$ cat src/rtl/quad_ram_arb_pkg.sv
// Shared types and defaults for the quad-port RAM write arbiter.
// Latency: none (declarations only).
// Backpressure: n/a.
package quad_ram_arb_pkg;

  typedef enum logic {
    ST_CLEAR = 1'b0,
    ST_RUN   = 1'b1
  } arb_state_t;

  localparam int DEF_NREQ       = 4;
  localparam int DEF_ADDR_WIDTH = 12;
  localparam int DEF_DATA_WIDTH = 32;
  localparam int DEF_DEPTH      = 4096;

  // Circular increment of a requester index in 0..n-1.
  function automatic int unsigned wrap_inc(input int unsigned v, input int unsigned n);
    return (v + 1 >= n) ? 0 : v + 1;
  endfunction

endpackage

$ cat src/rtl/rr_priority_pick.sv
// Circular first-set-bit finder: lowest set bit of mask at or after start, wrapping.
// Latency: purely combinational.
// Backpressure: n/a.
module rr_priority_pick #(
  parameter int N  = 4,
  parameter int IW = 2
) (
  input  logic [N-1:0]  mask,
  input  logic [IW-1:0] start,
  output logic          found,
  output logic [IW-1:0] idx
);

  logic [N-1:0] rot;
  logic [IW:0]  pos;

  // Rotate so bit 0 is the start requester, take the lowest set bit, map back.
  always_comb begin
    rot   = N'({mask, mask} >> start);
    found = |rot;
    pos   = '0;
    for (int j = N - 1; j >= 0; j--) begin
      if (rot[j]) pos = (IW+1)'(j);
    end
    pos = pos + {1'b0, start};
    if (pos >= (IW+1)'(N)) pos = pos - (IW+1)'(N);
    idx = pos[IW-1:0];
  end

endmodule

$ cat src/rtl/quad_port_ram_write_arbiter.sv
// Round-robin arbiter sharing RAM write ports A/B among NREQ requesters; optional
// post-reset zero-fill when QUAD_RAM_ARB_CLEAR_EN is defined.
// Latency: req_ready combinational; port registers drive the RAM the cycle after the handshake.
// Backpressure: requesters hold valid/addr/data until ready; none are ready while busy or in reset.
module quad_port_ram_write_arbiter
  import quad_ram_arb_pkg::*;
#(
  parameter int NREQ       = DEF_NREQ,
  parameter int ADDR_WIDTH = DEF_ADDR_WIDTH,
  parameter int DATA_WIDTH = DEF_DATA_WIDTH,
  parameter int DEPTH      = DEF_DEPTH
) (
  input  logic                         clk,
  input  logic                         rst_n,
  input  logic [NREQ-1:0]              req_valid,
  input  logic [NREQ*ADDR_WIDTH-1:0]   req_addr,
  input  logic [NREQ*DATA_WIDTH-1:0]   req_data,
  output logic [NREQ-1:0]              req_ready,
  output logic                         we_a,
  output logic                         we_b,
  output logic [ADDR_WIDTH-1:0]        addr_a,
  output logic [ADDR_WIDTH-1:0]        addr_b,
  output logic [DATA_WIDTH-1:0]        data_a,
  output logic [DATA_WIDTH-1:0]        data_b,
  output logic                         busy
);

  localparam int IW = $clog2(NREQ);

  if (NREQ < 2 || NREQ > 8 || DEPTH != (1 << ADDR_WIDTH)) begin : g_param_check
    $error("quad_port_ram_write_arbiter: unsupported NREQ/DEPTH/ADDR_WIDTH combination");
  end

  logic [IW-1:0]         ptr;
  logic [IW-1:0]         ptr_next;
  logic [ADDR_WIDTH-1:0] addr_of [NREQ];
  logic [DATA_WIDTH-1:0] data_of [NREQ];
  logic                  arb_en;
  logic                  found_a;
  logic                  found_b;
  logic                  grant_a;
  logic                  grant_b;
  logic [IW-1:0]         idx_a;
  logic [IW-1:0]         idx_b;
  logic [IW-1:0]         start_b;
  logic [NREQ-1:0]       mask_b;
  logic                  clear_active;
  logic [ADDR_WIDTH-1:0] clr_addr_a;
  logic [ADDR_WIDTH-1:0] clr_addr_b;

`ifdef QUAD_RAM_ARB_CLEAR_EN
  arb_state_t            state;
  arb_state_t            state_next;
  logic [ADDR_WIDTH-2:0] clr_cnt;
  logic [ADDR_WIDTH-2:0] clr_cnt_next;

  // Clear sequencer state and word-pair counter.
  always_ff @(posedge clk) begin
    if (!rst_n) begin
      state   <= ST_CLEAR;
      clr_cnt <= '0;
    end else begin
      state   <= state_next;
      clr_cnt <= clr_cnt_next;
    end
  end

  // Walk word pairs 0..DEPTH/2-1, then hand the ports to arbitration.
  always_comb begin
    state_next   = state;
    clr_cnt_next = clr_cnt;
    case (state)
      ST_CLEAR: begin
        clr_cnt_next = clr_cnt + 1'b1;
        if (clr_cnt == '1) state_next = ST_RUN;
      end
      default: state_next = ST_RUN;
    endcase
  end

  assign clear_active = (state == ST_CLEAR);
  assign clr_addr_a   = {clr_cnt, 1'b0};
  assign clr_addr_b   = {clr_cnt, 1'b1};
  assign busy         = clear_active || !rst_n;
  assign arb_en       = rst_n && !clear_active;
`else
  assign clear_active = 1'b0;
  assign clr_addr_a   = '0;
  assign clr_addr_b   = '0;
  assign busy         = 1'b0;
  assign arb_en       = rst_n;
`endif

  // Split the packed request buses into per-requester views.
  always_comb begin
    for (int i = 0; i < NREQ; i++) begin
      addr_of[i] = req_addr[i*ADDR_WIDTH +: ADDR_WIDTH];
      data_of[i] = req_data[i*DATA_WIDTH +: DATA_WIDTH];
    end
  end

  rr_priority_pick #(.N(NREQ), .IW(IW)) u_pick_a (
    .mask  (req_valid),
    .start (ptr),
    .found (found_a),
    .idx   (idx_a)
  );

  // Port B candidates: valid, and not colliding with A's address (this also drops A itself).
  always_comb begin
    start_b = IW'(wrap_inc(32'(idx_a), NREQ));
    mask_b  = '0;
    for (int i = 0; i < NREQ; i++) begin
      mask_b[i] = req_valid[i] && (addr_of[i] != addr_of[idx_a]);
    end
  end

  rr_priority_pick #(.N(NREQ), .IW(IW)) u_pick_b (
    .mask  (mask_b),
    .start (start_b),
    .found (found_b),
    .idx   (idx_b)
  );

  assign grant_a = arb_en && found_a;
  assign grant_b = grant_a && found_b;

  // Grants back to requesters and the pointer past the last winner.
  always_comb begin
    req_ready = '0;
    ptr_next  = ptr;
    if (grant_a) begin
      req_ready[idx_a] = 1'b1;
      ptr_next         = IW'(wrap_inc(32'(idx_a), NREQ));
    end
    if (grant_b) begin
      req_ready[idx_b] = 1'b1;
      ptr_next         = IW'(wrap_inc(32'(idx_b), NREQ));
    end
  end

  // Registered RAM write ports; addr/data hold when idle.
  always_ff @(posedge clk) begin
    if (!rst_n) begin
      we_a   <= 1'b0;
      we_b   <= 1'b0;
      addr_a <= '0;
      addr_b <= '0;
      data_a <= '0;
      data_b <= '0;
      ptr    <= '0;
    end else if (clear_active) begin
      we_a   <= 1'b1;
      we_b   <= 1'b1;
      addr_a <= clr_addr_a;
      addr_b <= clr_addr_b;
      data_a <= '0;
      data_b <= '0;
    end else begin
      we_a <= grant_a;
      we_b <= grant_b;
      if (grant_a) begin
        addr_a <= addr_of[idx_a];
        data_a <= data_of[idx_a];
      end
      if (grant_b) begin
        addr_b <= addr_of[idx_b];
        data_b <= data_of[idx_b];
      end
      ptr <= ptr_next;
    end
  end

endmodule
$ cat config.mk
export PLATFORM = sky130hd
export DESIGN_NAME = quad_port_ram_write_arbiter
export DESIGN_NICKNAME = d
export VERILOG_FILES = /design/src/rtl/quad_ram_arb_pkg.sv /design/src/rtl/rr_priority_pick.sv /design/src/rtl/quad_port_ram_write_arbiter.sv
export SDC_FILE = /design/constraint.sdc
export NUM_CORES = 1
export LEC_CHECK = 0
export BUFFER_PORTS_ARGS = -buffer_cell sky130_fd_sc_hd__buf_4
export CAP_MARGIN = 15
export CORE_MARGIN = 2
export CORE_UTILIZATION = 48
export CTS_CLUSTER_SIZE = 10
export DETAILED_ROUTE_END_ITERATION = 12
export GPL_TIMING_DRIVEN = 0
export PLACE_DENSITY = 0.81
export REMOVE_ABC_BUFFERS = 1
export SLEW_MARGIN = 20
export SYNTH_ARGS = -nofsm -noshare
export SYNTH_HDL_FRONTEND = slang
export SYNTH_SLANG_ARGS = --single-unit
export TNS_END_PERCENT = 50
$ cat constraint.sdc
create_clock -name clk -period 10.2 [get_ports clk]
set_input_delay 0 -clock clk [delete_from_list [all_inputs] [get_ports clk]]
set_output_delay 0 -clock clk [all_outputs]
set_load 0.01 [all_outputs]
Word-level counts from Yosys, hierarchy flattened
Index checks and enable logic that the tools add are counted.
{ "word_totals": {"register_bits": 92, "in_bits": 182, "out_inout_bits": 95, "elab_cells": 75} }
{ "classes": {"addsub": 6, "n_lt_le_gt_ge": 10, "eq_ne": 4, "shifts": 2, "muxes": 32, "bitwise_logic": 3, "reduce_logical": 11} }
{ "op_table": {"columns": ["cell", "count"], "rows": [
  ["32-bit binary-select mux with 2-bit select", 2],
  ["32-bit two-way mux", 4],
  ["12-bit binary-select mux with 2-bit select", 2],
  ["12-bit two-way mux", 4],
  ["12-bit != test", 4],
  ["2-bit two-way mux", 14],
  ["3-bit greater-or-equal comparator (second input constant)", 6],
  ["8-bit by 2-bit right shift with 4-bit output", 2],
  ["1-bit logical AND", 8],
  ["4-bit two-way mux", 2],
  ["4-bit OR reduction", 2],
  ["2-bit by 1-bit adder with 3-bit output (second input constant)", 2],
  ["2-bit by 2-bit adder with 3-bit output", 2],
  ["2-bit by 3-bit < comparator with 1-bit output (second input constant)", 2],
  ["2-bit inverter with 3-bit output", 2],
  ["1-bit demux with 2-bit select", 2],
  ["2-bit by 1-bit greater-or-equal comparator with 1-bit output (second input constant)", 2],
  ["4-bit OR", 1],
  ["2-bit by 1-bit subtractor with 2-bit output (second input constant)", 2],
  ["1-bit two-way mux", 2],
  ["2-bit nonzero test", 1]
]} }

Depth between registers and ports, before layout
Gate-level depths: netlist (run 1).
{ "depth": {"word_depth": 28, "ltp_mapped": 29, "depth_no_buf": 24} }

Modules after synthesis
From an unflattened synthesis (run 1), not the netlist that was laid out.
{ "unflattened": {"cells_unflattened": 670, "hier_area_um2": 7083.0} }
{ "modules_own_cells": {"columns": ["mod", "instances", "cells_each", "area_each_um2", "seq_area_each_um2"], "rows": [
  ["quad_port_ram_write_arbiter", 1, 624, 6722.7, 1841.8],
  ["rr_priority_pick", 2, 23, 180.2, 0.0]
]} }

Least setup slack after synthesis (run 1)
OpenSTA, ideal clock, no wires.
{ "synth_timing": {"path_type": "register to register", "startpoint": "reg ptr[0]", "endpoint": "reg data_b[1]", "setup_ns": 0.122, "arrival_ns": 5.861, "required_time_ns": 10.078, "setup_slack_ns": 4.217, "path_stages_with_launch": 27, "path_buffers": 5, "cell_sequence": "dfxtp_1 > buf_2 > nor2b_1 > a221oi_1 > a21oi_1 > a211o_1 > ha_1 > buf_2 > buf_1 > mux2i_1 > nand2_1 > mux4_2 > nand2_1 > nand4_1 > o41a_1 > or3_1 > a21oi_1 > nor3_1 > nand2_1 > ha_1 > clkbuf_1 > buf_1 > mux2i_1 > nor2_1 > o21ai_0 > a21oi_1 > a221o_1"} }
{ "synth_via": {"elab_chain_cells": 26, "elab_cells_between_ends": 41, "cone_classes": "add/sub: 5; order compare: 3; eq/ne: 4; shift: 2; mux: 17; bitwise: 2; reduce/logical: 8"} }
{ "synth_rtl": {"columns": ["item", "line_no", "text"], "rows": [
  ["start: declaration", "quad_port_ram_write_arbiter.sv:34", "logic [IW-1:0] ptr;"],
  ["start signal: assignment", "quad_port_ram_write_arbiter.sv:170", "ptr <= ptr_next;"],
  ["8-bit by 2-bit right shift with 4-bit output", "rr_priority_pick.sv:19", "rot = N'({mask, mask} >> start);"],
  ["2-bit two-way mux (4 in series)", "rr_priority_pick.sv:23", "if (rot[j]) pos = (IW+1)'(j);"],
  ["2-bit by 2-bit adder with 3-bit output", "rr_priority_pick.sv:25", "pos = pos + {1'b0, start};"],
  ["3-bit greater-or-equal comparator or 2-bit by 1-bit subtractor with 2-bit output (tied branches)", "rr_priority_pick.sv:26", "if (pos >= (IW+1)'(N)) pos = pos - (IW+1)'(N);"],
  ["2-bit two-way mux", "rr_priority_pick.sv:26", null],
  ["2-bit inverter with 3-bit output (implied by the code)", "quad_port_ram_write_arbiter.sv:114", "mask_b[i] = req_valid[i] && (addr_of[i] != addr_of[idx_a]);"],
  ["12-bit binary-select mux with 2-bit select", "quad_port_ram_write_arbiter.sv:114", null],
  ["12-bit two-way mux (implied by the code) (2 in series)", "quad_port_ram_write_arbiter.sv:114", null],
  ["(+2 left out)", null, null],
  ["8-bit by 2-bit right shift with 4-bit output", "rr_priority_pick.sv:19", null],
  ["2-bit two-way mux (4 in series)", "rr_priority_pick.sv:23", null],
  ["2-bit by 2-bit adder with 3-bit output", "rr_priority_pick.sv:25", null],
  ["3-bit greater-or-equal comparator or 2-bit by 1-bit subtractor with 2-bit output (tied branches)", "rr_priority_pick.sv:26", null],
  ["2-bit two-way mux", "rr_priority_pick.sv:26", null],
  ["2-bit inverter with 3-bit output (implied by the code)", "quad_port_ram_write_arbiter.sv:168", "data_b <= data_of[idx_b];"],
  ["32-bit binary-select mux with 2-bit select", "quad_port_ram_write_arbiter.sv:168", null],
  ["32-bit two-way mux (implied by the code) (2 in series)", "quad_port_ram_write_arbiter.sv:168", null],
  ["end signal: assignment", "quad_port_ram_write_arbiter.sv:168", null],
  ["end: declaration", "quad_port_ram_write_arbiter.sv:24", "output logic [DATA_WIDTH-1:0] data_b,"]
]} }
Several ways; a longest one is shown, not always the timed one. The select of a mux whose other input is x is not followed.
A chain may end at the register's enable or synchronous reset.

Worst setup path in the final report (run 1)
{ "layout_timing": {"startpoint": "reg ptr[0]", "endpoint": "reg addr_b[11]"} }
{ "layout_via": {"elab_chain_cells": 26, "elab_cells_between_ends": 41, "cone_classes": "add/sub: 5; order compare: 3; eq/ne: 4; shift: 2; mux: 17; bitwise: 2; reduce/logical: 8"} }
{ "layout_rtl": {"columns": ["item", "line_no", "text"], "rows": [
  ["8-bit by 2-bit right shift with 4-bit output", "rr_priority_pick.sv:19", null],
  ["2-bit two-way mux (4 in series)", "rr_priority_pick.sv:23", null],
  ["2-bit by 2-bit adder with 3-bit output", "rr_priority_pick.sv:25", null],
  ["3-bit greater-or-equal comparator or 2-bit by 1-bit subtractor with 2-bit output (tied branches)", "rr_priority_pick.sv:26", null],
  ["2-bit two-way mux", "rr_priority_pick.sv:26", null],
  ["2-bit inverter with 3-bit output (implied by the code)", "quad_port_ram_write_arbiter.sv:114", null],
  ["12-bit binary-select mux with 2-bit select", "quad_port_ram_write_arbiter.sv:114", null],
  ["12-bit two-way mux (implied by the code) (2 in series)", "quad_port_ram_write_arbiter.sv:114", null],
  ["(+2 left out)", null, null],
  ["8-bit by 2-bit right shift with 4-bit output", "rr_priority_pick.sv:19", null],
  ["2-bit two-way mux (4 in series)", "rr_priority_pick.sv:23", null],
  ["2-bit by 2-bit adder with 3-bit output", "rr_priority_pick.sv:25", null],
  ["3-bit greater-or-equal comparator or 2-bit by 1-bit subtractor with 2-bit output (tied branches)", "rr_priority_pick.sv:26", null],
  ["2-bit two-way mux", "rr_priority_pick.sv:26", null],
  ["2-bit inverter with 3-bit output (implied by the code)", "quad_port_ram_write_arbiter.sv:167", "addr_b <= addr_of[idx_b];"],
  ["12-bit binary-select mux with 2-bit select", "quad_port_ram_write_arbiter.sv:167", null],
  ["12-bit two-way mux (implied by the code) (2 in series)", "quad_port_ram_write_arbiter.sv:167", null],
  ["end signal: assignment", "quad_port_ram_write_arbiter.sv:156", "addr_b <= clr_addr_b;"],
  ["end signal: assignment", "quad_port_ram_write_arbiter.sv:167", null],
  ["end: declaration", "quad_port_ram_write_arbiter.sv:22", "output logic [ADDR_WIDTH-1:0] addr_b,"]
]} }
Several ways; a longest one is shown, not always the timed one. The select of a mux whose other input is x is not followed.

==> metrics.txt, run 1 <==
# TYPE chip_impl_metric gauge
chip_impl_metric{name="postCtsSetupRepairBufs",unit=""} 0
chip_impl_metric{name="h_tree_levels",unit=""} 3
chip_impl_metric{name="area_growth",unit="%"} 32.4
chip_impl_info{name="setup.worst_path.start_class",value="flop"} 1
chip_impl_metric{name="slew_viol_final",unit=""} 0
chip_impl_metric{name="synthesized_instance_count",unit=""} 1045
chip_impl_metric{name="first_global_vias",unit=""} 8840
chip_impl_metric{name="core_area",unit="um2"} 17300
chip_impl_metric{name="grt_antenna_before_repair",unit=""} 0
chip_impl_info{name="postSynth.topFlopCell",value="dfxtp_1"} 1
chip_impl_metric{name="postRouteAntennaNets",unit=""} 0
chip_impl_metric{name="worst-r2r-setup-slack",unit="ns"} 2.34
chip_impl_metric{name="period_share",unit="%"} 77.0
chip_impl_metric{name="setup-violations-final",unit=""} 0
chip_impl_metric{name="pin_count",unit=""} 277
chip_impl_metric{name="std_cell_rows",unit=""} 48
chip_impl_metric{name="fraction_of_final_layout_cells_sized_beyond_drive_strength_1",unit="%"} 31.1
chip_impl_info{name="slowest_stage",value="o41ai_4"} 1
chip_impl_metric{name="yosys-mux-area-fraction",unit="%"} 24.5
chip_impl_metric{name="antenna-diode-count",unit=""} 0
chip_impl_info{name="crit_path_end",value="addr_b[11]"} 1
chip_impl_metric{name="clock_latency",unit="ns"} 0.36
chip_impl_metric{name="count_of_flip_flops_with_a_built_in_enable_after_synthesis",unit=""} 0
chip_impl_info{name="critical_path.startpoint",value="ptr[0]"} 1
chip_impl_info{name="hold_path_class",value="input port to flop"} 1
chip_impl_metric{name="worstPathMaxFanout",unit=""} 43
chip_impl_metric{name="globalRoute.totalOverflow",unit=""} 0
chip_impl_metric{name="portBuffers",unit=""} 275
chip_impl_info{name="largest_family_of_logic_cells_by_synthesized_area",value="multiplexers"} 1
chip_impl_info{name="yosys-top-cells-count",value="120 x nand2_1, 116 x nor2_1, 114 x mux2i_1, 102 x a21oi_1, 92 x dfxtp_1"} 1
chip_impl_metric{name="ys_types",unit=""} 73
chip_impl_info{name="r2r_end",value="addr_b[11]"} 1
chip_impl_metric{name="post_synth_xor_area_fraction",unit="%"} 4.95
chip_impl_metric{name="netlist_area",unit="um2"} 8470
chip_impl_metric{name="post_cts_resize_count",unit=""} 0
chip_impl_info{name="most_frequent_cell_after_synthesis",value="nand2_1"} 1
chip_impl_metric{name="overall_global_routing_usage",unit="%"} 31.3
chip_impl_info{name="yosysTopAreaCell",value="dfxtp_1"} 1
chip_impl_metric{name="num_vias",unit=""} 9519
chip_impl_metric{name="die_height",unit="um"} 137
chip_impl_metric{name="dp.final_hpwl",unit="mm"} 22.3
chip_impl_info{name="crit_chain",value="nor2_1 -> a221oi_1 -> a21oi_1 -> a211o_1 -> ha_4 -> xor2_2 -> nand3_2 -> nand2_4 -> inv_2 -> a2111oi_1 -> nand4b_1 -> o41ai_4 -> a2111oi_0 -> nor3_1 -> nand2_1 -> ha_4 -> xor2_4 -> buf_16 -> nand2_2 -> buf_16 -> o22ai_1 -> a221o_1"} 1
chip_impl_metric{name="clock_sinks",unit=""} 92
chip_impl_metric{name="wl_cell",unit="um"} 20.7
chip_impl_metric{name="drt_drc_violations_left",unit=""} 0
chip_impl_metric{name="count_of_yosys_warnings_during_synthesis",unit=""} 0
chip_impl_metric{name="die-width",unit="um"} 137
chip_impl_metric{name="path_clk_slew",unit="ns"} 0.08
chip_impl_metric{name="floorplan.initialDensity",unit="%"} 49.0
chip_impl_info{name="r2r-start",value="ptr[0]"} 1
chip_impl_metric{name="synth_fa_ha_area_share",unit="%"} 1.03
chip_impl_info{name="critical_path_class",value="flop to flop"} 1
chip_impl_metric{name="synth_seq_cells",unit=""} 92
chip_impl_metric{name="max_stage_delay",unit="ns"} 0.75
chip_impl_metric{name="gpl.final_weighted_congestion",unit=""} 0.923
chip_impl_info{name="tritoncts_clock_tree",value="done"} 1
chip_impl_metric{name="detail_route.first_pass.iterations",unit=""} 7
chip_impl_metric{name="seq_area_frac_synth",unit="%"} 21.7
chip_impl_info{name="rsz_0062_raised_after_global_routing",value="false"} 1
chip_impl_metric{name="multi_input_comb_area",unit="um2"} 6280
chip_impl_metric{name="final_hold_viol_count",unit=""} 0
chip_impl_metric{name="synth_async_sr_flop_share",unit="%"} 0
chip_impl_metric{name="maxSlewHeadroom",unit="%"} 25.6
chip_impl_metric{name="clockBufferDepth",unit=""} 2
chip_impl_metric{name="synthSimpleGateAreaFrac",unit="%"} 17.8
chip_impl_metric{name="crit_required",unit="ns"} 10.44
chip_impl_metric{name="worstRegToRegCells",unit=""} 22
chip_impl_info{name="run_status",value="finished, final reports clean"} 1
chip_impl_metric{name="avgSynthCellArea",unit="um2"} 8.11
chip_impl_info{name="critical_path.endpoint_type",value="flop"} 1
chip_impl_metric{name="vias_per_instance",unit=""} 6.38
chip_impl_metric{name="grt_first_pass_wirelength",unit="mm"} 46.0
chip_impl_metric{name="drtIter0Drc",unit=""} 778
chip_impl_metric{name="synth_largest_type_area_fraction",unit="%"} 21.7
chip_impl_metric{name="upper_clock_frequency_limit",unit="MHz"} 127
chip_impl_metric{name="filler_cell_count",unit=""} 1444
chip_impl_info{name="cts_root_buf",value="clkbuf_16"} 1
chip_impl_metric{name="ctsHoldBuffers",unit=""} 1
chip_impl_info{name="synth.area.top_cells",value="dfxtp_1 22%, mux2i_1 13%, mux4_2 10%"} 1
chip_impl_metric{name="worst_ep_arrival_time",unit="ns"} 8.10
chip_impl_metric{name="max_cap_violations",unit=""} 0
chip_impl_metric{name="final-seq-area",unit="um2"} 1840
chip_impl_metric{name="design.die.area",unit="um2"} 18700
chip_impl_metric{name="finalHoldWorstSlack",unit="ns"} 0.0881
chip_impl_metric{name="clock_skew",unit="ns"} 0.0134
chip_impl_metric{name="grt_max_degree",unit=""} 48
chip_impl_metric{name="synth_compound_gate_area_share",unit="%"} 24.4
chip_impl_metric{name="finalWorstPathRequiredPeriod",unit="ns"} 7.86
chip_impl_metric{name="postRouteWirelength",unit="mm"} 30.8
chip_impl_metric{name="number_of_buffers_inserted_during_clock_tree_synthesis",unit=""} 9
chip_impl_metric{name="timing_worst_slew_pin_value",unit="ns"} 1.11
chip_impl_metric{name="final_nets",unit=""} 1450
metrics by stage:
stage          instance area (um2)  cells  util, %  setup slack [ns]  setup TNS, ns
6_report                     11200   1491     64.9              2.34              0
3_3_place_gp                 10400   1451     60.0             -3.73        -175.02
5_1_grt                      11200   1491     64.9              1.97              0
4_1_cts                      11200   1491     64.9              2.48              0
3_5_place_dp                 10900   1474     63.1              2.54              0
2_1_floorplan                 8030    951        -             0.293              0
critical path: cells and delay by family, from the launching register on:
family / cells / cell delay (ns)
xor+xnor: 2 / 0.84
flops: 1 / 0.57
compound gates: 8 / 2.65
fa+ha+maj: 2 / 0.39
simple gates: 7 / 2.43
buf+inv: 3 / 0.79
sequential cells by signal, indices dropped and copies added (netlist names):
register / count
we_a: 1
ptr: 2
we_b: 1
addr_b: 12
data_a: 32
data_b: 32
addr_a: 12
final cells by class:
class                           instances  share of cell area (%)
Multi-Input combinational cell        852                    56.0
Timing Repair Buffer                  299                    22.2
Sequential cell                        92                    16.4
Tap cell                              225                    2.51
Clock buffer                           10                    2.04
Clock inverter                          6                   0.625
Inverter                                7                   0.234
cells in the final DEF (no fill, tap or decap), drive strengths merged, types with 2 or more instances in the layout:
master and instances:
mux4 39, nor2b 6, nor4 5, nand3 23, xor2 17, buf 298, mux2i 114, a221oi 2
a2111oi 5, or4 2, nand4 7, o41ai 4, nand3b 2, nor3 16, inv 9, o22ai 47
o21a 3, clkbuf 10, nand4b 3, a41oi 2, a32oi 2, and2 10, o41a 2, a21oi 103
o211ai 8, dfxtp 92, ha 7, or2 3, clkinvlp 3, nand2 122, and3 7, a221o 44
or3 7, nor2 120, o21ai 66, mux2 5, xnor2 30, a211oi 4
worst min-delay path by stage:
stage	end	slack [ns]	cells past startpoint	from
after floorplan	ptr[0]	0.14	2	rst_n
after global placement	ptr[0]	0.28	3	rst_n
after detailed placement	ptr[0]	0.28	3	rst_n
after CTS	addr_a[0]	0.08	4	req_valid[2]
after global routing	data_b[14]	0.12	4	req_data[14]
final	addr_a[0]	0.09	4	req_valid[2]
metal layers:
| layer | GRT usage, % | routed length [um] |
|---|---|---|
| met3 | 5.22 | 2970 |
| met2 | 54.5 | 14900 |
| met1 | 38.3 | 11900 |
| met5 | 0 | 0 |
| met4 | 12.7 | 1050 |
cells by family after synthesis:
kind of cell | count (synthesis)
other | 1
AND/OR/NAND/NOR | 335
buffers and inverters | 101
XOR/XNOR | 47
flip-flops | 92
multiplexers | 158
adder cells (fa/ha/maj) | 7
AO/OA/AOI/OAI | 304
Power of run 1 is not shown: default switching activity piles up to over one toggle a cycle in this logic, so the estimate is an artifact.
==> inputs of run 2 (changes only) <==
==> constraint.sdc (replaced) <==
create_clock -name clk -period 7.78 [get_ports clk]
set_input_delay 0 -clock clk [delete_from_list [all_inputs] [get_ports clk]]
set_output_delay 0 -clock clk [all_outputs]
set_load 0.01 [all_outputs]
==> run 2 against run 1 <==
Compared with the run above:
- critical endpoint unchanged
- non-clock buffer count stayed put
- core utilization is 0.12 points higher
- register-to-register slack worse by 1.8 ns
- clock skew hardly changed
- largest cell class unchanged
- via count is 0.15% lower
- cell count stayed put
- first-iteration DRC count is 9.9% higher
- global-route usage stayed put
- highest routed layer unchanged
- critical path type unchanged
- setup slack worse by 1.8 ns
==> metrics.txt, run 2 (synthesized netlist as in run 1, its figures left out) <==
# TYPE chip_impl_metric gauge
chip_impl_metric{name="dp.final_hpwl",unit="mm"} 22.3
chip_impl_metric{name="maxSlewHeadroom",unit="%"} 28.3
chip_impl_metric{name="h_tree_levels",unit=""} 3
chip_impl_metric{name="grt_max_degree",unit=""} 48
chip_impl_metric{name="overall_global_routing_usage",unit="%"} 31.3
chip_impl_metric{name="slew_viol_final",unit=""} 0
chip_impl_metric{name="worst_ep_arrival_time",unit="ns"} 7.52
chip_impl_metric{name="first_global_vias",unit=""} 8840
chip_impl_metric{name="clock_skew",unit="ns"} 0.0136
chip_impl_metric{name="std_cell_rows",unit=""} 48
chip_impl_metric{name="clock_latency",unit="ns"} 0.36
chip_impl_metric{name="worstPathMaxFanout",unit=""} 43
chip_impl_metric{name="fraction_of_final_layout_cells_sized_beyond_drive_strength_1",unit="%"} 31.1
chip_impl_info{name="critical_path.endpoint_type",value="flop"} 1
chip_impl_info{name="cp_top_family",value="compound AO/OA/AOI/OAI gates"} 1
chip_impl_metric{name="num_vias",unit=""} 9505
chip_impl_metric{name="period_share",unit="%"} 93.6
chip_impl_info{name="rsz_0062_raised_after_global_routing",value="false"} 1
chip_impl_metric{name="worstRegToRegCells",unit=""} 22
chip_impl_metric{name="max_stage_delay",unit="ns"} 0.75
chip_impl_info{name="crit_chain",value="nor2_1 -> a221oi_1 -> a21oi_1 -> a211o_1 -> ha_4 -> xor2_4 -> nand3_2 -> nand2_8 -> inv_2 -> a2111oi_1 -> nand4b_1 -> o41ai_4 -> a2111oi_0 -> nor3_1 -> nand2_1 -> ha_4 -> xor2_4 -> buf_16 -> nand2_2 -> buf_16 -> o22ai_1 -> a221o_1"} 1
chip_impl_metric{name="detail_route.first_pass.iterations",unit=""} 6
chip_impl_metric{name="number_of_buffers_inserted_during_clock_tree_synthesis",unit=""} 9
chip_impl_info{name="cts_root_buf",value="clkbuf_16"} 1
chip_impl_metric{name="globalRoute.totalOverflow",unit=""} 0
chip_impl_metric{name="crit_required",unit="ns"} 8.02
chip_impl_metric{name="drtIter0Drc",unit=""} 855
chip_impl_metric{name="grt_antenna_before_repair",unit=""} 0
chip_impl_metric{name="max_cap_violations",unit=""} 0
chip_impl_metric{name="antenna-diode-count",unit=""} 0
chip_impl_info{name="r2r-start",value="ptr[0]"} 1
chip_impl_metric{name="clockBufferDepth",unit=""} 2
chip_impl_metric{name="post_detailed_placement_cell_area",unit="um2"} 10900
chip_impl_metric{name="postCtsSetupRepairBufs",unit=""} 0
chip_impl_info{name="crit_path_end",value="addr_b[11]"} 1
chip_impl_info{name="tritoncts_clock_tree",value="done"} 1
chip_impl_metric{name="die_height",unit="um"} 137
chip_impl_info{name="r2r_end",value="addr_b[11]"} 1
chip_impl_metric{name="wl_cell",unit="um"} 20.6
chip_impl_metric{name="finalWorstPathRequiredPeriod",unit="ns"} 7.28
chip_impl_metric{name="area_growth",unit="%"} 32.6
chip_impl_metric{name="setup-violations-final",unit=""} 0
chip_impl_metric{name="gpl.final_weighted_congestion",unit=""} 0.923
chip_impl_metric{name="grt_first_pass_wirelength",unit="mm"} 46.0
chip_impl_metric{name="worst-r2r-setup-slack",unit="ns"} 0.50
chip_impl_metric{name="final_hold_viol_count",unit=""} 0
chip_impl_metric{name="fin_util",unit="%"} 65.0
chip_impl_info{name="startpoint_of_the_lowest_slack_hold_path",value="req_valid[2]"} 1
chip_impl_metric{name="worst-path-stages",unit=""} 22
chip_impl_info{name="run_status",value="finished, final reports clean"} 1
chip_impl_metric{name="timing_worst_slew_pin_value",unit="ns"} 1.07
chip_impl_info{name="layout_commonest_cell",value="buf_4"} 1
chip_impl_metric{name="design.die.area",unit="um2"} 18700
chip_impl_metric{name="die-width",unit="um"} 137
chip_impl_metric{name="core_area",unit="um2"} 17300
chip_impl_metric{name="clock_sinks",unit=""} 92
chip_impl_info{name="critical_path.startpoint",value="ptr[0]"} 1
chip_impl_metric{name="filler_cell_count",unit=""} 1439
chip_impl_metric{name="upper_clock_frequency_limit",unit="MHz"} 137
chip_impl_info{name="setup.worst_path.start_class",value="flop"} 1
chip_impl_info{name="slowest_stage",value="o41ai_4"} 1
chip_impl_metric{name="postRouteWirelength",unit="mm"} 30.7
chip_impl_metric{name="pin_count",unit=""} 277
chip_impl_info{name="largest_registers",value="data_a (32), data_b (32)"} 1
chip_impl_metric{name="path_clk_slew",unit="ns"} 0.08
chip_impl_metric{name="postRouteAntennaNets",unit=""} 0
chip_impl_metric{name="drt_drc_violations_left",unit=""} 0
chip_impl_metric{name="worst-path-buf-inv",unit=""} 3
chip_impl_metric{name="portBuffers",unit=""} 275
chip_impl_metric{name="vias_per_instance",unit=""} 6.37
chip_impl_metric{name="final_nets",unit=""} 1450
chip_impl_info{name="commonest_cells_after_routing_fill_and_taps_aside",value="277 x buf_4, 118 x nand2_1, 116 x nor2_1"} 1
chip_impl_info{name="critical_path_class",value="flop to flop"} 1
chip_impl_metric{name="postLayoutCellArea",unit="um2"} 11200
chip_impl_metric{name="floorplan.initialDensity",unit="%"} 49.0
chip_impl_info{name="hold_path_class",value="input port to flop"} 1
==> run 2: cell types whose count changed in the layout (fill, tap and decap cells not counted) <==
cell	previous run	this run
xor2_2	1	0
xor2_4	1	2
nand2_8	0	1
nand2_4	2	1
==> run 2: cell type report <==
cell class,instances,area [um2],share of cell area (%)
multi-input combinational,852,6300,56.1
timing repair buffer,299,2490,22.1
sequential,92,1840,16.4
tap,225,282,2.50
clock buffer,10,229,2.04
clock inverter,6,70.1,0.623
inverter,7,26.3,0.234
==> run 2: worst min-delay path, delay by kind of cell <==
family / cells / cell delay (ns)
compound gates: 1 / 0.05
buf+inv: 1 / 0.16
simple gates: 2 / 0.18
==> run 2: per-layer routing <==
layer | share of wire (%) | routed length [um] | global-route usage (%) | up-vias
met1 | 38 | 11800 | 38.3 | 4537
met2 | 49 | 14900 | 54.5 | 541
met5 | 0 | 0 | 0 | -
met3 | 9.5 | 2930 | 5.22 | 80
met4 | 3.4 | 1030 | 12.7 | 0
li1 | - | - | - | 4347
==> run 2: metrics by stage <==
stage,setup slack [ns],cells,hold WS (ns),setup TNS [ns]
after detailed placement,0.121,1474,0.283,0
after global placement,-6.15,1451,0.281,-298.07
after CTS,0.0602,1491,0.0779,0
final,0.498,1491,0.0894,0
after global routing,0.145,1491,0.124,0
after floorplan,-2.13,951,0.138,-104.46
==> run 2: how the worst min path moves through the flow <==
| stage | slack (ns) | to | cells past startpoint |
|---|---|---|---|
| after floorplan | 0.14 | ptr[0] | 2 |
| after CTS | 0.08 | addr_a[0] | 4 |
| after global routing | 0.12 | data_b[14] | 4 |
| after detailed placement | 0.28 | ptr[0] | 3 |
| final | 0.09 | addr_a[0] | 4 |
| after global placement | 0.28 | ptr[0] | 3 |
==> run 2: repair_timing <==
item	in CTS	in global routing
endpoints found under the hold margin	1	0
endpoints found under the setup margin	0	49
hold buffers	1	0
gates resized for setup	0	2
Power of run 2 is left out for the same reason.
==> inputs of run 3 (changes only) <==
--- a/config.mk
+++ b/config.mk
@@ -13,6 +13,7 @@
 export DETAILED_ROUTE_END_ITERATION = 12
 export GPL_TIMING_DRIVEN = 0
 export PLACE_DENSITY = 0.81
+export RECOVER_POWER = 50
 export REMOVE_ABC_BUFFERS = 1
 export SLEW_MARGIN = 20
 export SYNTH_ARGS = -nofsm -noshare
==> run 3 against run 2 <==
Compared with the run above:
- the flow now finishes with violations (capacitance limit, slew limit)
- via count about the same
- sequential share of layout area increased by 0.53 points
- non-clock buffer count unchanged
- setup slack got worse by 0.024 ns
==> metrics.txt, run 3 (synthesized netlist as in run 1, its figures left out) <==
# TYPE chip_impl_metric gauge
chip_impl_metric{name="die_height",unit="um"} 137
chip_impl_metric{name="filler_cell_count",unit=""} 1554
chip_impl_metric{name="overall_global_routing_usage",unit="%"} 31.3
chip_impl_metric{name="pin_count",unit=""} 277
chip_impl_metric{name="timing_worst_slew_pin_value",unit="ns"} 1.67
chip_impl_metric{name="worst-path-buf-inv",unit=""} 3
chip_impl_metric{name="worstPathMaxFanout",unit=""} 43
chip_impl_metric{name="core_area",unit="um2"} 17300
chip_impl_metric{name="design.die.area",unit="um2"} 18700
chip_impl_metric{name="wl_met3",unit="mm"} 2.89
chip_impl_metric{name="worst_ep_arrival_time",unit="ns"} 7.54
chip_impl_metric{name="postRouteAntennaNets",unit=""} 0
chip_impl_metric{name="maxSlewHeadroom",unit="%"} -12.3
chip_impl_metric{name="detail_route.first_pass.iterations",unit=""} 5
chip_impl_metric{name="crit_required",unit="ns"} 8.02
chip_impl_metric{name="portBuffers",unit=""} 275
chip_impl_info{name="critical_path_class",value="flop to flop"} 1
chip_impl_metric{name="dpl_worst_slack",unit="ns"} 0.121
chip_impl_info{name="commonest_cells_after_routing_fill_and_taps_aside",value="187 x buf_4, 119 x nand2_1, 116 x nor2_1"} 1
chip_impl_metric{name="first_global_vias",unit=""} 8840
chip_impl_metric{name="upper_clock_frequency_limit",unit="MHz"} 137
chip_impl_metric{name="drtIter0Drc",unit=""} 777
chip_impl_metric{name="wire_length_on_met1",unit="mm"} 11.9
chip_impl_metric{name="final_nets",unit=""} 1450
chip_impl_metric{name="path_clk_slew",unit="ns"} 0.08
chip_impl_metric{name="clock_latency",unit="ns"} 0.35
chip_impl_info{name="cp_top_family",value="compound AO/OA/AOI/OAI gates"} 1
chip_impl_info{name="critical_path.endpoint_type",value="flop"} 1
chip_impl_metric{name="grt_first_pass_wirelength",unit="mm"} 46.0
chip_impl_metric{name="clock_sinks",unit=""} 92
chip_impl_info{name="rsz_0062_raised_after_global_routing",value="false"} 1
chip_impl_metric{name="dr_wl_met2",unit="mm"} 14.8
chip_impl_metric{name="postLayoutCellArea",unit="um2"} 10900
chip_impl_info{name="tritoncts_clock_tree",value="done"} 1
chip_impl_metric{name="die-width",unit="um"} 137
chip_impl_metric{name="gpl.final_weighted_congestion",unit=""} 0.923
chip_impl_info{name="violations",value="capacitance limit, slew limit"} 1
chip_impl_info{name="top_routing_layer_in_use",value="met4"} 1
chip_impl_metric{name="grt_max_degree",unit=""} 48
chip_impl_metric{name="number_of_buffers_inserted_during_clock_tree_synthesis",unit=""} 9
chip_impl_metric{name="slew_viol_final",unit=""} 14
chip_impl_metric{name="timing.final.ws_setup",unit="ns"} 0.474
chip_impl_metric{name="antenna-diode-count",unit=""} 0
chip_impl_metric{name="fraction_of_final_layout_cells_sized_beyond_drive_strength_1",unit="%"} 23.8
chip_impl_metric{name="setup-violations-final",unit=""} 0
chip_impl_metric{name="std_cell_rows",unit=""} 48
chip_impl_metric{name="grt_antenna_before_repair",unit=""} 0
chip_impl_metric{name="postRouteWirelength",unit="mm"} 30.8
chip_impl_metric{name="postCtsSetupRepairBufs",unit=""} 0
chip_impl_metric{name="final-seq-area",unit="um2"} 1840
chip_impl_metric{name="max_cap_violations",unit=""} 1
chip_impl_info{name="run_status",value="finished with violations"} 1
chip_impl_metric{name="h_tree_levels",unit=""} 3
chip_impl_metric{name="multi_input_comb_area",unit="um2"} 6290
chip_impl_metric{name="num_vias",unit=""} 9513
chip_impl_metric{name="area_growth",unit="%"} 28.5
chip_impl_metric{name="clockBufferDepth",unit=""} 2
chip_impl_metric{name="post_detailed_placement_cell_area",unit="um2"} 10900
chip_impl_metric{name="max_stage_delay",unit="ns"} 0.74
chip_impl_metric{name="final_hold_viol_count",unit=""} 0
chip_impl_info{name="layout_commonest_cell",value="buf_4"} 1
chip_impl_metric{name="floorplan.initialDensity",unit="%"} 49.0
chip_impl_metric{name="clock_skew",unit="ns"} 0.00935
chip_impl_info{name="crit_chain",value="nor2_1 -> a221oi_1 -> a21oi_1 -> a211o_1 -> ha_4 -> xor2_4 -> nand3_2 -> nand2_8 -> inv_2 -> a2111oi_1 -> nand4b_1 -> o41ai_4 -> a2111oi_0 -> nor3_1 -> nand2_1 -> ha_4 -> xor2_4 -> buf_16 -> nand2_2 -> buf_16 -> o22ai_1 -> a221o_1"} 1
chip_impl_metric{name="dp.final_hpwl",unit="mm"} 22.3
chip_impl_metric{name="tns",unit="ns"} 0
chip_impl_metric{name="drt_drc_violations_left",unit=""} 0
chip_impl_info{name="hold_path_class",value="input port to flop"} 1
chip_impl_metric{name="wl_cell",unit="um"} 20.7
chip_impl_info{name="slowest_stage",value="o41ai_4"} 1
chip_impl_info{name="largest_registers",value="data_a (32), data_b (32)"} 1
chip_impl_metric{name="period_share",unit="%"} 93.9
chip_impl_metric{name="vias_per_instance",unit=""} 6.38
chip_impl_metric{name="globalRoute.totalOverflow",unit=""} 0
chip_impl_metric{name="finalWorstPathRequiredPeriod",unit="ns"} 7.31
chip_impl_info{name="cts_root_buf",value="clkbuf_16"} 1
chip_impl_info{name="setup.worst_path.start_class",value="flop"} 1
run 3: metrics by stage:
step | hold WS [ns] | utilization (%) | std cells
after floorplan | 0.138 | - | 951
after global placement | 0.281 | 60.0 | 1451
after CTS | 0.0779 | 64.9 | 1491
after global routing | 0.124 | 62.9 | 1491
after detailed placement | 0.283 | 63.1 | 1474
final | 0.0920 | 62.9 | 1491
run 3: worst paths after layout:
check / start / to / slack, ns / depth (start not counted)
setup / recovery: ptr[0] / addr_b[11] / 0.47 / 22
hold / removal: req_valid[2] / addr_a[0] / 0.09 / 4
setup reg to reg: ptr[0] / addr_b[11] / 0.47 / 22
hold reg to reg: data_a[18] / data_a[18] / 0.45 / 2
run 3: area by class of cell:
| cell class | instances | share of cell area (%) |
|---|---|---|
| Inverter | 7 | 0.241 |
| Tap cell | 225 | 2.59 |
| Clock inverter | 6 | 0.644 |
| Multi-Input combinational cell | 852 | 57.8 |
| Clock buffer | 10 | 2.10 |
| Sequential cell | 92 | 16.9 |
| Timing Repair Buffer | 299 | 19.7 |
run 3: timing repair:
action                                 in CTS  in global routing
endpoints found under the hold margin       1                  0
gates resized for setup                     0                  2
hold buffers                                1                  0
setup endpoints to repair                   0                 49
run 3: worst register-to-register path, cell delays in order, from the launching register on:
cell,delay (ns)
dfxtp_1,0.56
nor2_1,0.10
a221oi_1,0.31
a21oi_1,0.07
a211o_1,0.33
ha_4,0.19
xor2_4,0.44
nand3_2,0.52
nand2_8,0.52
inv_2,0.28
a2111oi_1,0.49
nand4b_1,0.25
o41ai_4,0.74
a2111oi_0,0.25
nor3_1,0.23
nand2_1,0.12
ha_4,0.20
xor2_4,0.20
buf_16,0.22
nand2_2,0.46
buf_16,0.24
o22ai_1,0.13
a221o_1,0.33
run 3: layer usage:
metal  global-route usage [%]  up-vias
met5                        0        -
met4                     12.7        0
met2                     54.5      572
met1                     38.3     4500
met3                     5.22       92
li1                         -     4349
Power of run 3 is left out for the same reason.
